--- src/rtl/target_spawner.sv ---
// target_spawner: queues targets from the random generator, places them on screen,
// times them out and keeps the running score fed back to the generator.
// Build macro SPAWNER_STATS_EN adds saturating spawn_count / drop_count outputs.
module target_spawner #(
  parameter int unsigned SPAWN_PERIOD = 1000,
  parameter int unsigned LIFE_UNIT    = 256,
  parameter int unsigned FIFO_DEPTH   = 4,
  parameter int unsigned MISS_PENALTY = 2,
  parameter int unsigned SCORE_FLOOR  = 10
) (
  input  logic        clk,
  input  logic        resetn,
  input  logic        enable,
  input  logic [31:0] ran_num_ten,
  input  logic [31:0] ran_num_length,
  input  logic        hit_valid,
  input  logic [3:0]  hit_slot,
  output logic [9:0]  target_mask,
  output logic        hit_ok,
  output logic        miss_pulse,
  output logic        overflow_pulse,
  output logic [2:0]  queue_count,
  output logic [31:0] score
`ifdef SPAWNER_STATS_EN
  ,
  output logic [15:0] spawn_count,
  output logic [15:0] drop_count
`endif
);

  localparam int unsigned NumSlots = 10;
  localparam int unsigned TimerW   = (SPAWN_PERIOD > 1) ? $clog2(SPAWN_PERIOD) : 1;
  localparam int unsigned PtrW     = (FIFO_DEPTH > 1) ? $clog2(FIFO_DEPTH) : 1;
  localparam int unsigned LifeW    = $clog2(5 * LIFE_UNIT + 1);

  logic [TimerW-1:0] timer_q, timer_d;
  logic [3:0]        fifo_slot_q [FIFO_DEPTH];
  logic [2:0]        fifo_life_q [FIFO_DEPTH];
  logic [PtrW-1:0]   rd_ptr_q, wr_ptr_q;
  logic [2:0]        count_q;
  logic [9:0]        mask_q, mask_d;
  logic [LifeW-1:0]  life_q [NumSlots];
  logic [LifeW-1:0]  life_d [NumSlots];
  logic [31:0]       score_q, score_d;
  logic              hit_ok_q, hit_ok_d, miss_q, ovf_q;

  logic              spawn_tc, push, drop, pop, head_busy;
  logic [2:0]        new_life;
  logic [3:0]        head_slot;
  logic [2:0]        head_life;
  logic [9:0]        set_vec, hit_vec, exp_vec;
  logic [3:0]        n_expired;
  logic [34:0]       score_up, score_pen;

  assign head_slot = fifo_slot_q[rd_ptr_q];
  assign head_life = fifo_life_q[rd_ptr_q];

  // Spawn timer and push/drop decision at terminal count
  always_comb begin
    spawn_tc = enable && (timer_q == TimerW'(SPAWN_PERIOD - 1));
    timer_d  = timer_q;
    if (enable) timer_d = spawn_tc ? '0 : timer_q + TimerW'(1);
    // A full queue drops even if the head pops this cycle
    push     = spawn_tc && (ran_num_ten <= 32'd9) && (count_q != 3'(FIFO_DEPTH));
    drop     = spawn_tc && !push;
    new_life = 3'(ran_num_length % 32'd5) + 3'd1;
  end

  // Head-of-line dispatch: pop only when the head's slot is free in the registered mask
  always_comb begin
    head_busy = 1'b0;
    for (int i = 0; i < NumSlots; i++) begin
      if (head_slot == 4'(i)) head_busy = mask_q[i];
    end
    pop = enable && (count_q != 3'd0) && !head_busy;
  end

  // Per-slot activation, hit, lifetime countdown and expiry
  always_comb begin
    set_vec   = '0;
    hit_vec   = '0;
    exp_vec   = '0;
    mask_d    = mask_q;
    n_expired = '0;
    for (int i = 0; i < NumSlots; i++) begin
      set_vec[i] = pop && (head_slot == 4'(i));
      hit_vec[i] = enable && hit_valid && (hit_slot == 4'(i)) && mask_q[i];
      // Hit wins over a coincident expiry
      exp_vec[i] = enable && mask_q[i] && (life_q[i] == LifeW'(1)) && !hit_vec[i];
      mask_d[i]  = (mask_q[i] && !exp_vec[i] && !hit_vec[i]) || set_vec[i];
      life_d[i]  = life_q[i];
      if (set_vec[i]) begin
        life_d[i] = LifeW'(32'(head_life) * LIFE_UNIT);
      end else if (hit_vec[i] || exp_vec[i]) begin
        life_d[i] = '0;
      end else if (enable && mask_q[i]) begin
        life_d[i] = life_q[i] - LifeW'(1);
      end
      n_expired = n_expired + 4'(exp_vec[i]);
    end
    hit_ok_d = |hit_vec;
  end

  // Score update with saturation at the top and SCORE_FLOOR at the bottom
  always_comb begin
    score_up  = {3'b000, score_q} + {34'd0, hit_ok_d};
    score_pen = 35'(MISS_PENALTY) * {31'd0, n_expired};
    if (score_up < score_pen + 35'(SCORE_FLOOR)) begin
      score_d = 32'(SCORE_FLOOR);
    end else if (score_up - score_pen > 35'h0_FFFF_FFFF) begin
      score_d = '1;
    end else begin
      score_d = 32'(score_up - score_pen);
    end
  end

  // State registers
  always_ff @(posedge clk or negedge resetn) begin
    if (!resetn) begin
      timer_q  <= '0;
      rd_ptr_q <= '0;
      wr_ptr_q <= '0;
      count_q  <= '0;
      mask_q   <= '0;
      life_q   <= '{default: '0};
      score_q  <= 32'(SCORE_FLOOR);
      hit_ok_q <= 1'b0;
      miss_q   <= 1'b0;
      ovf_q    <= 1'b0;
      for (int i = 0; i < FIFO_DEPTH; i++) begin
        fifo_slot_q[i] <= '0;
        fifo_life_q[i] <= '0;
      end
    end else begin
      timer_q <= timer_d;
      if (push) begin
        fifo_slot_q[wr_ptr_q] <= ran_num_ten[3:0];
        fifo_life_q[wr_ptr_q] <= new_life;
        wr_ptr_q              <= wr_ptr_q + PtrW'(1);
      end
      if (pop) rd_ptr_q <= rd_ptr_q + PtrW'(1);
      if (push && !pop) begin
        count_q <= count_q + 3'd1;
      end else if (pop && !push) begin
        count_q <= count_q - 3'd1;
      end
      mask_q   <= mask_d;
      life_q   <= life_d;
      score_q  <= score_d;
      hit_ok_q <= hit_ok_d;
      miss_q   <= (n_expired != 4'd0);
      ovf_q    <= drop;
    end
  end

`ifdef SPAWNER_STATS_EN
  logic [15:0] spawn_cnt_q, drop_cnt_q;

  // Saturating statistics counters
  always_ff @(posedge clk or negedge resetn) begin
    if (!resetn) begin
      spawn_cnt_q <= '0;
      drop_cnt_q  <= '0;
    end else begin
      if (push && (spawn_cnt_q != 16'hFFFF)) spawn_cnt_q <= spawn_cnt_q + 16'd1;
      if (drop && (drop_cnt_q != 16'hFFFF)) drop_cnt_q <= drop_cnt_q + 16'd1;
    end
  end

  assign spawn_count = spawn_cnt_q;
  assign drop_count  = drop_cnt_q;
`endif

  assign target_mask    = mask_q;
  assign hit_ok         = hit_ok_q;
  assign miss_pulse     = miss_q;
  assign overflow_pulse = ovf_q;
  assign queue_count    = count_q;
  assign score          = score_q;

endmodule

--- config.mk ---
export PLATFORM = sky130hd
export DESIGN_NAME = target_spawner
export DESIGN_NICKNAME = d
export VERILOG_FILES = /design/src/rtl/target_spawner.sv
export SDC_FILE = /design/constraint.sdc
export NUM_CORES = 1
export LEC_CHECK = 0
export ABC_AREA = 1
export ABC_CLOCK_PERIOD_IN_PS = 6100
export BUFFER_PORTS_ARGS = -buffer_cell sky130_fd_sc_hd__buf_2
export CAP_MARGIN = 20
export CORE_ASPECT_RATIO = 0.7
export CORE_UTILIZATION = 55
export DETAILED_ROUTE_END_ITERATION = 8
export GPL_ROUTABILITY_DRIVEN = 0
export GPL_TIMING_DRIVEN = 1
export PLACE_DENSITY_LB_ADDON = 0.08
export SLEW_MARGIN = 30
export SYNTH_ARGS = -nofsm -noshare
export SYNTH_HDL_FRONTEND = slang
export SYNTH_SLANG_ARGS = --single-unit
--- constraint.sdc ---
create_clock -name clk -period 6.1 [get_ports clk]
set_clock_uncertainty 0.05 [all_clocks]
set_input_delay 0 -clock clk [delete_from_list [all_inputs] [get_ports clk]]
set_output_delay 0 -clock clk [all_outputs]
set_load 0.005 [all_outputs]
Word level (Yosys, flattened, before mapping)
Index checks and enable logic that the tools add are counted.

operators by class
  add/sub/neg operators = 28
  eq/ne operators = 30
  mux-type cells = 57
  reductions and logical operators = 149
  order comparisons = 6
  bitwise operators = 2
  div/mod/pow operators = 1
  shift operators = 0
  multiply operators = 0

operators with widths
  cell                                                             number
  2-to-1 mux 11 bit                                                30
  equality test 11 x 1 -> 1 bit, second input constant             10
  subtractor 11 x 1 -> 11 bit, second input constant               10
  logical AND 1 bit                                                90
  2-to-1 mux 32 bit                                                2
  > comparator 35 x 32 -> 1 bit, second input constant             1
  subtractor 33 x 5 -> 34 bit                                      1
  adder 32 x 1 -> 33 bit                                           1
  less-than comparator 33 x 6 -> 1 bit                             1
  nonzero test 3 bit                                               11
  equality test 4 x 3 -> 1 bit, second input constant              8
  less-or-equal comparator 32 x 4 -> 1 bit, second input constant  1
  modulo 32 x 3 -> 32 bit, second input constant                   1
  adder 4 x 1 -> 4 bit                                             6
  logical NOT 1 bit                                                23
  logical OR 1 bit                                                 20
  bitwise mux 16 bit                                               1
  equality test 4 x 2 -> 1 bit, second input constant              4
  equality test 4 bit, second input constant                       4
  2-to-1 mux 3 bit                                                 5
  bitwise mux 12 bit                                               1
  2-to-1 mux 4 bit                                                 3
  adder 10 x 1 -> 10 bit, second input constant                    1
  equality test 10 bit, second input constant                      1
  22 further kinds                                                 37

storage, ports and cells
  memory bits (writable) = 0
  output and inout port bits = 48
  word-level logic and storage cells = 300
  ROM bits = 0
  bits in latches = 0
  register bits = 200
  memories kept = 0

Depth between registers and ports, before layout
Gate-level depths: netlist (run 1).

  depth after elaboration = 20
  gate-level depth with buffers = 153
  mapped depth without buffers = 153

Worst setup path before layout (run 1)
No wires, ideal clock.

  path type = input-to-reg
  from = input ran_num_length[29]
  to = register fifo_life_q[11] (netlist name)
  stages = 140
  path slack = -4395 ps
  arrival = 10380 ps
  required time = 5985 ps
  cell sequence = inv_1 -> nand3_1 -> nand2_1 -> clkinv_1 -> nand2_1 -> nand2_1 -> nand3_2 -> nand2_4 -> nand3_2 -> nand2_4 -> nand2_1 -> nand2_2 -> nor2_4 -> nor2_2 -> nor2_2 -> nand2_4 -> nand2_4 -> nand2_1 -> [104 not listed] -> ha_1 -> inv_1 -> nand3_2 -> nand2_4 -> nand3_4 -> xor2_1 -> ha_1 -> inv_1 -> a21oi_4 -> nand3_4 -> nand2_2 -> nand2_4 -> ha_1 -> xnor2_1 -> inv_1 -> nand3_2 -> nand3_1 -> nand2_1

on the way
  longest elaborated chain between the ends = 3

ends and longest elaborated chain
  what                             RTL line  RTL
  from (decl)                      15        input logic [31:0] ran_num_length,
  modulo 32 x 3 -> 32 bit          66        new_life = 3'(ran_num_length % 32'd5) + 3'd1;
  adder 3 x 1 -> 3 bit             66
  bitwise mux 12 bit               138       fifo_life_q[wr_ptr_q] <= new_life;
  to (signal, indexed assignment)  138
  to (decl)                        38        logic [2:0] fifo_life_q [FIFO_DEPTH];

Every way passes these cells.
A chain may end at the register's enable or synchronous reset.

Worst setup path after layout (run 1)
  from = input ran_num_length[30]
  to = register fifo_life_q[2] (netlist name)

The elaborated chain is that of the path after synthesis.

==> results.yml, run 1 <==
critical_path:
  cp_max_fo: 6
  timing.rr.start: "life_q[26]"
  worstSetupPathType: "in -> reg"
  reg2reg_depth: 36
  path_buf_inv: 28
  slowest_delay_ps: 240
  required_ps: 6400
  critPathLaunchType: "primary input"
  r2r_end: "score[5]"
  end_kind: "flop"
  crit_slowest_cell: "o21ai_2"
  arrival_ps: 11760
  timing.critical_path.mode_cell: "nand2_4"
  r2r_slack_ps: -400
  critPathTopFamily: "simple AND/OR/NAND/NOR gates"
logic_synthesis:
  ys_async_sr_fraction_pct: 100.0
  syn_avg_cell_area_sq_um: 6.899
  ys_ff_latch: 200
  synth.distinct_cells: 54
  synth_area_sq_um: 15450
  netlist_instances: 2240
  ys_seq_area_share_pct: 32.40
  synth-edff-count: 0
  syn_nets: 2366
  yosys_most_used_dff: "dfrtp_1"
  ys_warn_count: 0
placed_design:
  place_ws_ps: -5551
  dp.cells: 2894
  io_buffers: 119
  dp_hpwl_microns: 30650
floorplan:
  die_h_microns: 142.3
  die_area_sq_um: 28790
  io_pins: 120
  row_count: 50
  die_width_microns: 202.4
  initial_core_util_pct: 56.92
  core_area_sq_um: 27150
route:
  drc_errors: 0
  dr.pass1.iters: 6
  drtIter0Drc: 1303
  vias: 16630
  routed_wl_microns: 46520
  final_antenna_net_count: 0
  via_per_inst: 5.467
  post_drt_wl_per_cell_microns: 15.29
clocking:
  clkSlewWorstSetupHoldPaths_ps: 70
  clock-sinks: 200
  cts_tree: "done"
  root_buffer: "clkbuf_16"
  cts_buffers: 17
  clockBufferDepth: 2
  clock_latency_ps: 470
  htree_num_levels: 4
sta:
  finalHoldViolCount: 0
  setup_violations: 44
  setup_tns_ps: -72330
  tightest_slew_ps: 857.4
  setup_slack_ps: -5365
  relSlewSlack_pct: 42.31
  drv_slew: 0
  fin_crit_ps: 11470
  fin_crit_sh_pct: 188.0
  fmax_mhz: 87.22
  rsz0062_at_grt: "yes"
hold_path:
  min_from: "enable"
  hold_path_end: "timer_q[1]"
  hp-class: "in -> reg"
  hold_depth: 4
global_routing:
  grt_pass1_vias: 15470
  grt_start_max_net_pins: 106
  grt_first_pass_wirelength_microns: 72830
  gr-total-overflow: 0
  grt_usage_pct: 30.70
  antenna_found_initial: 2
outcome:
  status: "finished with violations"
  violations: "negative setup slack"
final_layout:
  utilization_pct: 77.88
  seqCellArea_sq_um: 5007
  area_growth_pct: 36.83
  final_cell_mix: "inv_1 (376), nand2_1 (370), buf_4 (265), nor2_1 (218), dfrtp_1 (198)"
  layout.nets: 2789
  fin_cells: 3042
  mostFrequentLayoutCell: "inv_1"
  fill_cells: 1916
  drive_above_1_share_pct: 32.17
  multi_input_area_sq_um: 10350
run:
  drv_cap: 0
cell families after synthesis:
group           count (synthesis)  share of synthesized area (%)
compound gates                257                          10.04
xor+xnor                      119                          6.744
fa+ha+maj                      54                          4.760
buf+inv                       455                          11.05
flops                         200                          32.40
mux                             1                        0.06477
simple gates                 1154                          34.94
worst max-delay path by stage:
| stage | slack [ps] | startpoint | cells past startpoint | endpoint |
|---|---|---|---|---|
| after global placement | -4720 | ran_num_length[29] | 136 | fifo_life_q[2] |
| after global routing | -6160 | ran_num_length[31] | 139 | fifo_life_q[5] |
| after CTS | -4760 | ran_num_length[29] | 143 | fifo_life_q[5] |
| after detailed placement | -5550 | ran_num_length[29] | 135 | fifo_life_q[2] |
| final | -5370 | ran_num_length[30] | 136 | fifo_life_q[2] |
| after floorplan | -4130 | ran_num_length[30] | 152 | fifo_life_q[11] |
final cells by class:
class	instances	area share, %
clock inverter	10	0.6745
timing repair buffer	416	14.20
antenna	2	0.02367
multi-input combinational	1585	48.97
inverter	442	8.118
tap	364	2.154
sequential	200	23.68
clock buffer	22	2.148
timing repair inverter	1	0.03550
per-layer routing:
layer / track usage, % / share of wire (%) / vias up
met5: 0 / 0 / -
met4: 8.785 / 2.0 / 0
met3: 4.075 / 6.6 / 91
met2: 50.31 / 48 / 611
met1: 42.58 / 43 / 7887
li1: - / - / 8042
worst reg2reg max path, delay by kind of cell, from the launching register on:
kind | cells | cell delay, ps
AND/OR/NAND/NOR | 19 | 2470
XOR/XNOR | 1 | 190
AO/OA/AOI/OAI | 2 | 220
flip-flops | 1 | 390
buffers and inverters | 8 | 820
adder cells (fa/ha/maj) | 6 | 2230
synthesized netlist by cell type, types with 2 or more instances:
library cell / number / area [sq um]
xnor2_1: 34 / 297.8
or3_1: 2 / 12.51
nor3b_1: 2 / 15.01
nor3_1: 61 / 305.3
nand2_4: 15 / 168.9
o21bai_1: 2 / 15.01
a21oi_1: 70 / 350.3
o21ai_2: 9 / 78.83
nand3_2: 21 / 210.2
clkbuf_1: 13 / 48.80
a32oi_1: 11 / 96.34
a31o_2: 3 / 26.28
nor4_1: 34 / 212.7
ha_1: 46 / 575.6
o22ai_1: 7 / 43.79
xor2_1: 85 / 744.5
nand3_4: 2 / 35.03
dfrtp_1: 198 / 4955
clkinv_1: 7 / 26.28
a22oi_1: 3 / 22.52
nand3_1: 184 / 920.9
a211oi_1: 8 / 60.06
or2_2: 8 / 50.05
o21ai_1: 6 / 30.03
nand3b_1: 3 / 22.52
nand4_1: 41 / 256.5
inv_2: 37 / 138.9
nor2_4: 2 / 22.52
nor2_1: 236 / 885.9
a31oi_1: 10 / 62.56
o41ai_1: 2 / 17.52
nand2_2: 81 / 506.7
nand2_1: 450 / 1689
inv_1: 398 / 1494
o221ai_1: 8 / 70.07
o31ai_1: 4 / 30.03
nor2_2: 6 / 37.54
fa_1: 8 / 160.2
o211ai_1: 16 / 120.1
o21ai_0: 89 / 445.4
or4_1: 4 / 30.03
dfstp_2: 2 / 52.55
repair_timing:
item | in CTS | in global routing
endpoints found under the setup margin | 44 | 44
gates resized for setup | 175 | 178
buffers inserted | 120 | 27
gates cloned | 2 | 1
pin swaps | 95 | 126
hold buffers | 13 | 0
endpoints found under the hold margin | 113 | 0
metrics by stage:
step	hold slack [ps]	instance area [sq um]
after floorplan	-345.6	15780
after global placement	84.07	18160
after detailed placement	83.94	18160
after CTS	56.06	20140
after global routing	91.08	21150
final	75.93	21150
registers in the layout, summed over array words and instances (netlist names):
signal,flops
score,32
life_q,110
fifo_slot_q,16
overflow_pulse,1
queue_count,3
timer_q,10
miss_pulse,1
target_mask,10
fifo_life_q,12
wr_ptr_q,2
hit_ok,1
rd_ptr_q,2
Power of run 1 is left out: the tool's default activity adds up to more than one toggle a clock period on the data nets, which glitch-free logic cannot reach.
==> inputs of run 2 (changes only) <==
--- a/config.mk
+++ b/config.mk
@@ -14,7 +14,7 @@
 export DETAILED_ROUTE_END_ITERATION = 8
 export GPL_ROUTABILITY_DRIVEN = 0
 export GPL_TIMING_DRIVEN = 1
-export PLACE_DENSITY_LB_ADDON = 0.08
+export PLACE_DENSITY_LB_ADDON = 0.25
 export SLEW_MARGIN = 30
 export SYNTH_ARGS = -nofsm -noshare
 export SYNTH_HDL_FRONTEND = slang
==> run 2 against run 1 <==
Net effect:
- largest cell class unchanged
- maximum frequency shrank 2.3%
- non-clock buffer count decreased by 11
- highest routed layer unchanged
- critical path depth down 5
- the flow still finishes with violations (negative setup slack)
- via count grew 2.2%
- die area did not move
- count of clock-buffer cells in the layout shrank 2
==> results.yml, run 2 (same netlist as run 1, synthesis figures left out) <==
outcome:
  status: "finished with violations"
  violations: "negative setup slack"
critical_path:
  cp_max_fo: 6
  critPathLaunchType: "primary input"
  slowest_delay_ps: 220
  timing.critical_path.mode_cell: "nand2_2"
  required_ps: 6380
  end_kind: "flop"
  r2r_slack_ps: -370
  worstSetupPathType: "in -> reg"
  arrival_ps: 12010
  endpoint: "fifo_life_q[11]"
  timing.rr.start: "life_q[73]"
  r2r_end: "score[23]"
  startpoint: "ran_num_length[31]"
  crit_slowest_cell: "a21o_1"
  reg2reg_depth: 27
clocking:
  clock-sinks: 200
  htree_num_levels: 4
  clockBufferDepth: 2
  cts_buffers: 17
  root_buffer: "clkbuf_16"
  clock_latency_ps: 460
  cts_tree: "done"
  clkSlewWorstSetupHoldPaths_ps: 80
route:
  final_antenna_net_count: 0
  wl_met3_microns: 3512
  via_per_inst: 5.611
  post_drt_wl_per_cell_microns: 16.02
  routed_wl_microns: 48520
  dr.pass1.iters: 6
  wl_met2_microns: 22900
  vias: 17000
  drc_errors: 0
  top_layer: "met4"
  drtIter0Drc: 1573
  met1_length_microns: 20200
floorplan:
  die_width_microns: 202.4
  row_count: 50
  die_h_microns: 142.3
  io_pins: 120
  die_area_sq_um: 28790
  core_area_sq_um: 27150
  initial_core_util_pct: 56.92
sta:
  fin_crit_ps: 11730
  fin_crit_sh_pct: 192.3
  drv_slew: 0
  tightest_slew_ps: 975.1
  finalHoldViolCount: 0
  setup_violations: 44
  rsz0062_at_grt: "yes"
  setup_slack_ps: -5631
  fmax_mhz: 85.25
  relSlewSlack_pct: 34.39
run:
  drv_cap: 0
placed_design:
  dp_hpwl_microns: 30780
  postPlaceCellArea_sq_um: 18260
  dp.cells: 2909
  io_buffers: 119
  place_ws_ps: -5566
global_routing:
  grt_usage_pct: 30.47
  antenna_found_initial: 0
  gr-total-overflow: 0
  grt_first_pass_wirelength_microns: 72540
  grt_pass1_vias: 15580
  grt_start_max_net_pins: 98
final_layout:
  mostFrequentLayoutCell: "inv_1"
  fin_area_sq_um: 20920
  layout.nets: 2778
  fill_cells: 1812
  fin_cells: 3029
  area_growth_pct: 35.35
  drive_above_1_share_pct: 31.74
  top_register: "life_q"
  final_cell_mix: "inv_1 (374), nand2_1 (373), buf_4 (262), nor2_1 (218), dfrtp_1 (198)"
  largest_reg_flops: 110
  n_antenna_cell: 0
hold_path:
  hp-class: "in -> reg"
==> run 2: cell count changes in the layout (fill, tap and decap cells not counted), sizes merged <==
cell         before  now
diode             2    0
dlygate4sd3      13   12
clkbuf           23   21
bufinv            3    2
clkinvlp          3    7
buf             402  392
clkinv            9    8
==> run 2: worst min path at each step <==
stage                      from        endpoint  slack [ps]  cells past startpoint
floorplan                resetn  fifo_life_q[0]        -350                      0
global placement         resetn       score[18]          70                      1
detailed placement       resetn       score[18]          80                      1
CTS                 hit_slot[2]  target_mask[0]           2                      5
global route        hit_slot[2]  target_mask[0]          60                      5
finish              hit_slot[2]  target_mask[0]           7                      5
==> run 2: layout make-up <==
class                   count  area, sq um  share of cell area (%)
multi-input cells        1585        10280                   49.13
flip-flops and latches    200         5007                   23.94
repair buffers            405         2879                   13.76
inverters                 442         1710                   8.177
well taps                 364        455.4                   2.177
clock buffers              20        436.7                   2.088
clock inverters            12        143.9                  0.6879
repair inverters            1        7.507                 0.03589
==> run 2: routing by layer <==
metal / vias up / track usage [%]
met5: - / 0
met4: 0 / 10.01
met3: 205 / 4.510
met2: 825 / 50.97
met1: 7957 / 40.63
li1: 8008 / -
==> run 2: stage by stage <==
step / hold slack, ps / util, % / setup TNS, ps
after floorplan: -345.6 / - / -46960
after global placement: 73.60 / 67.25 / -62000
after detailed placement: 77.52 / 67.25 / -76600
after CTS: 2.194 / 73.84 / -59940
after global routing: 64.69 / 77.04 / -95140
final: 7.347 / 77.04 / -72770
==> run 2: worst max-delay path, delay by kind of cell <==
| family | cells | cell delay (ps) |
|---|---|---|
| fa+ha+maj | 3 | 520 |
| xor+xnor | 2 | 320 |
| compound gates | 6 | 810 |
| buf+inv | 25 | 1940 |
| simple gates | 95 | 8350 |
==> run 2: what timing repair did <==
item,in CTS,in global routing
hold buffers,12,0
endpoints found under the hold margin,112,0
pin swaps,91,106
endpoints found under the setup margin,44,44
resized for setup,179,149
gates cloned,3,1
setup buffers,42,31
Power of run 2 is left out for the same reason.
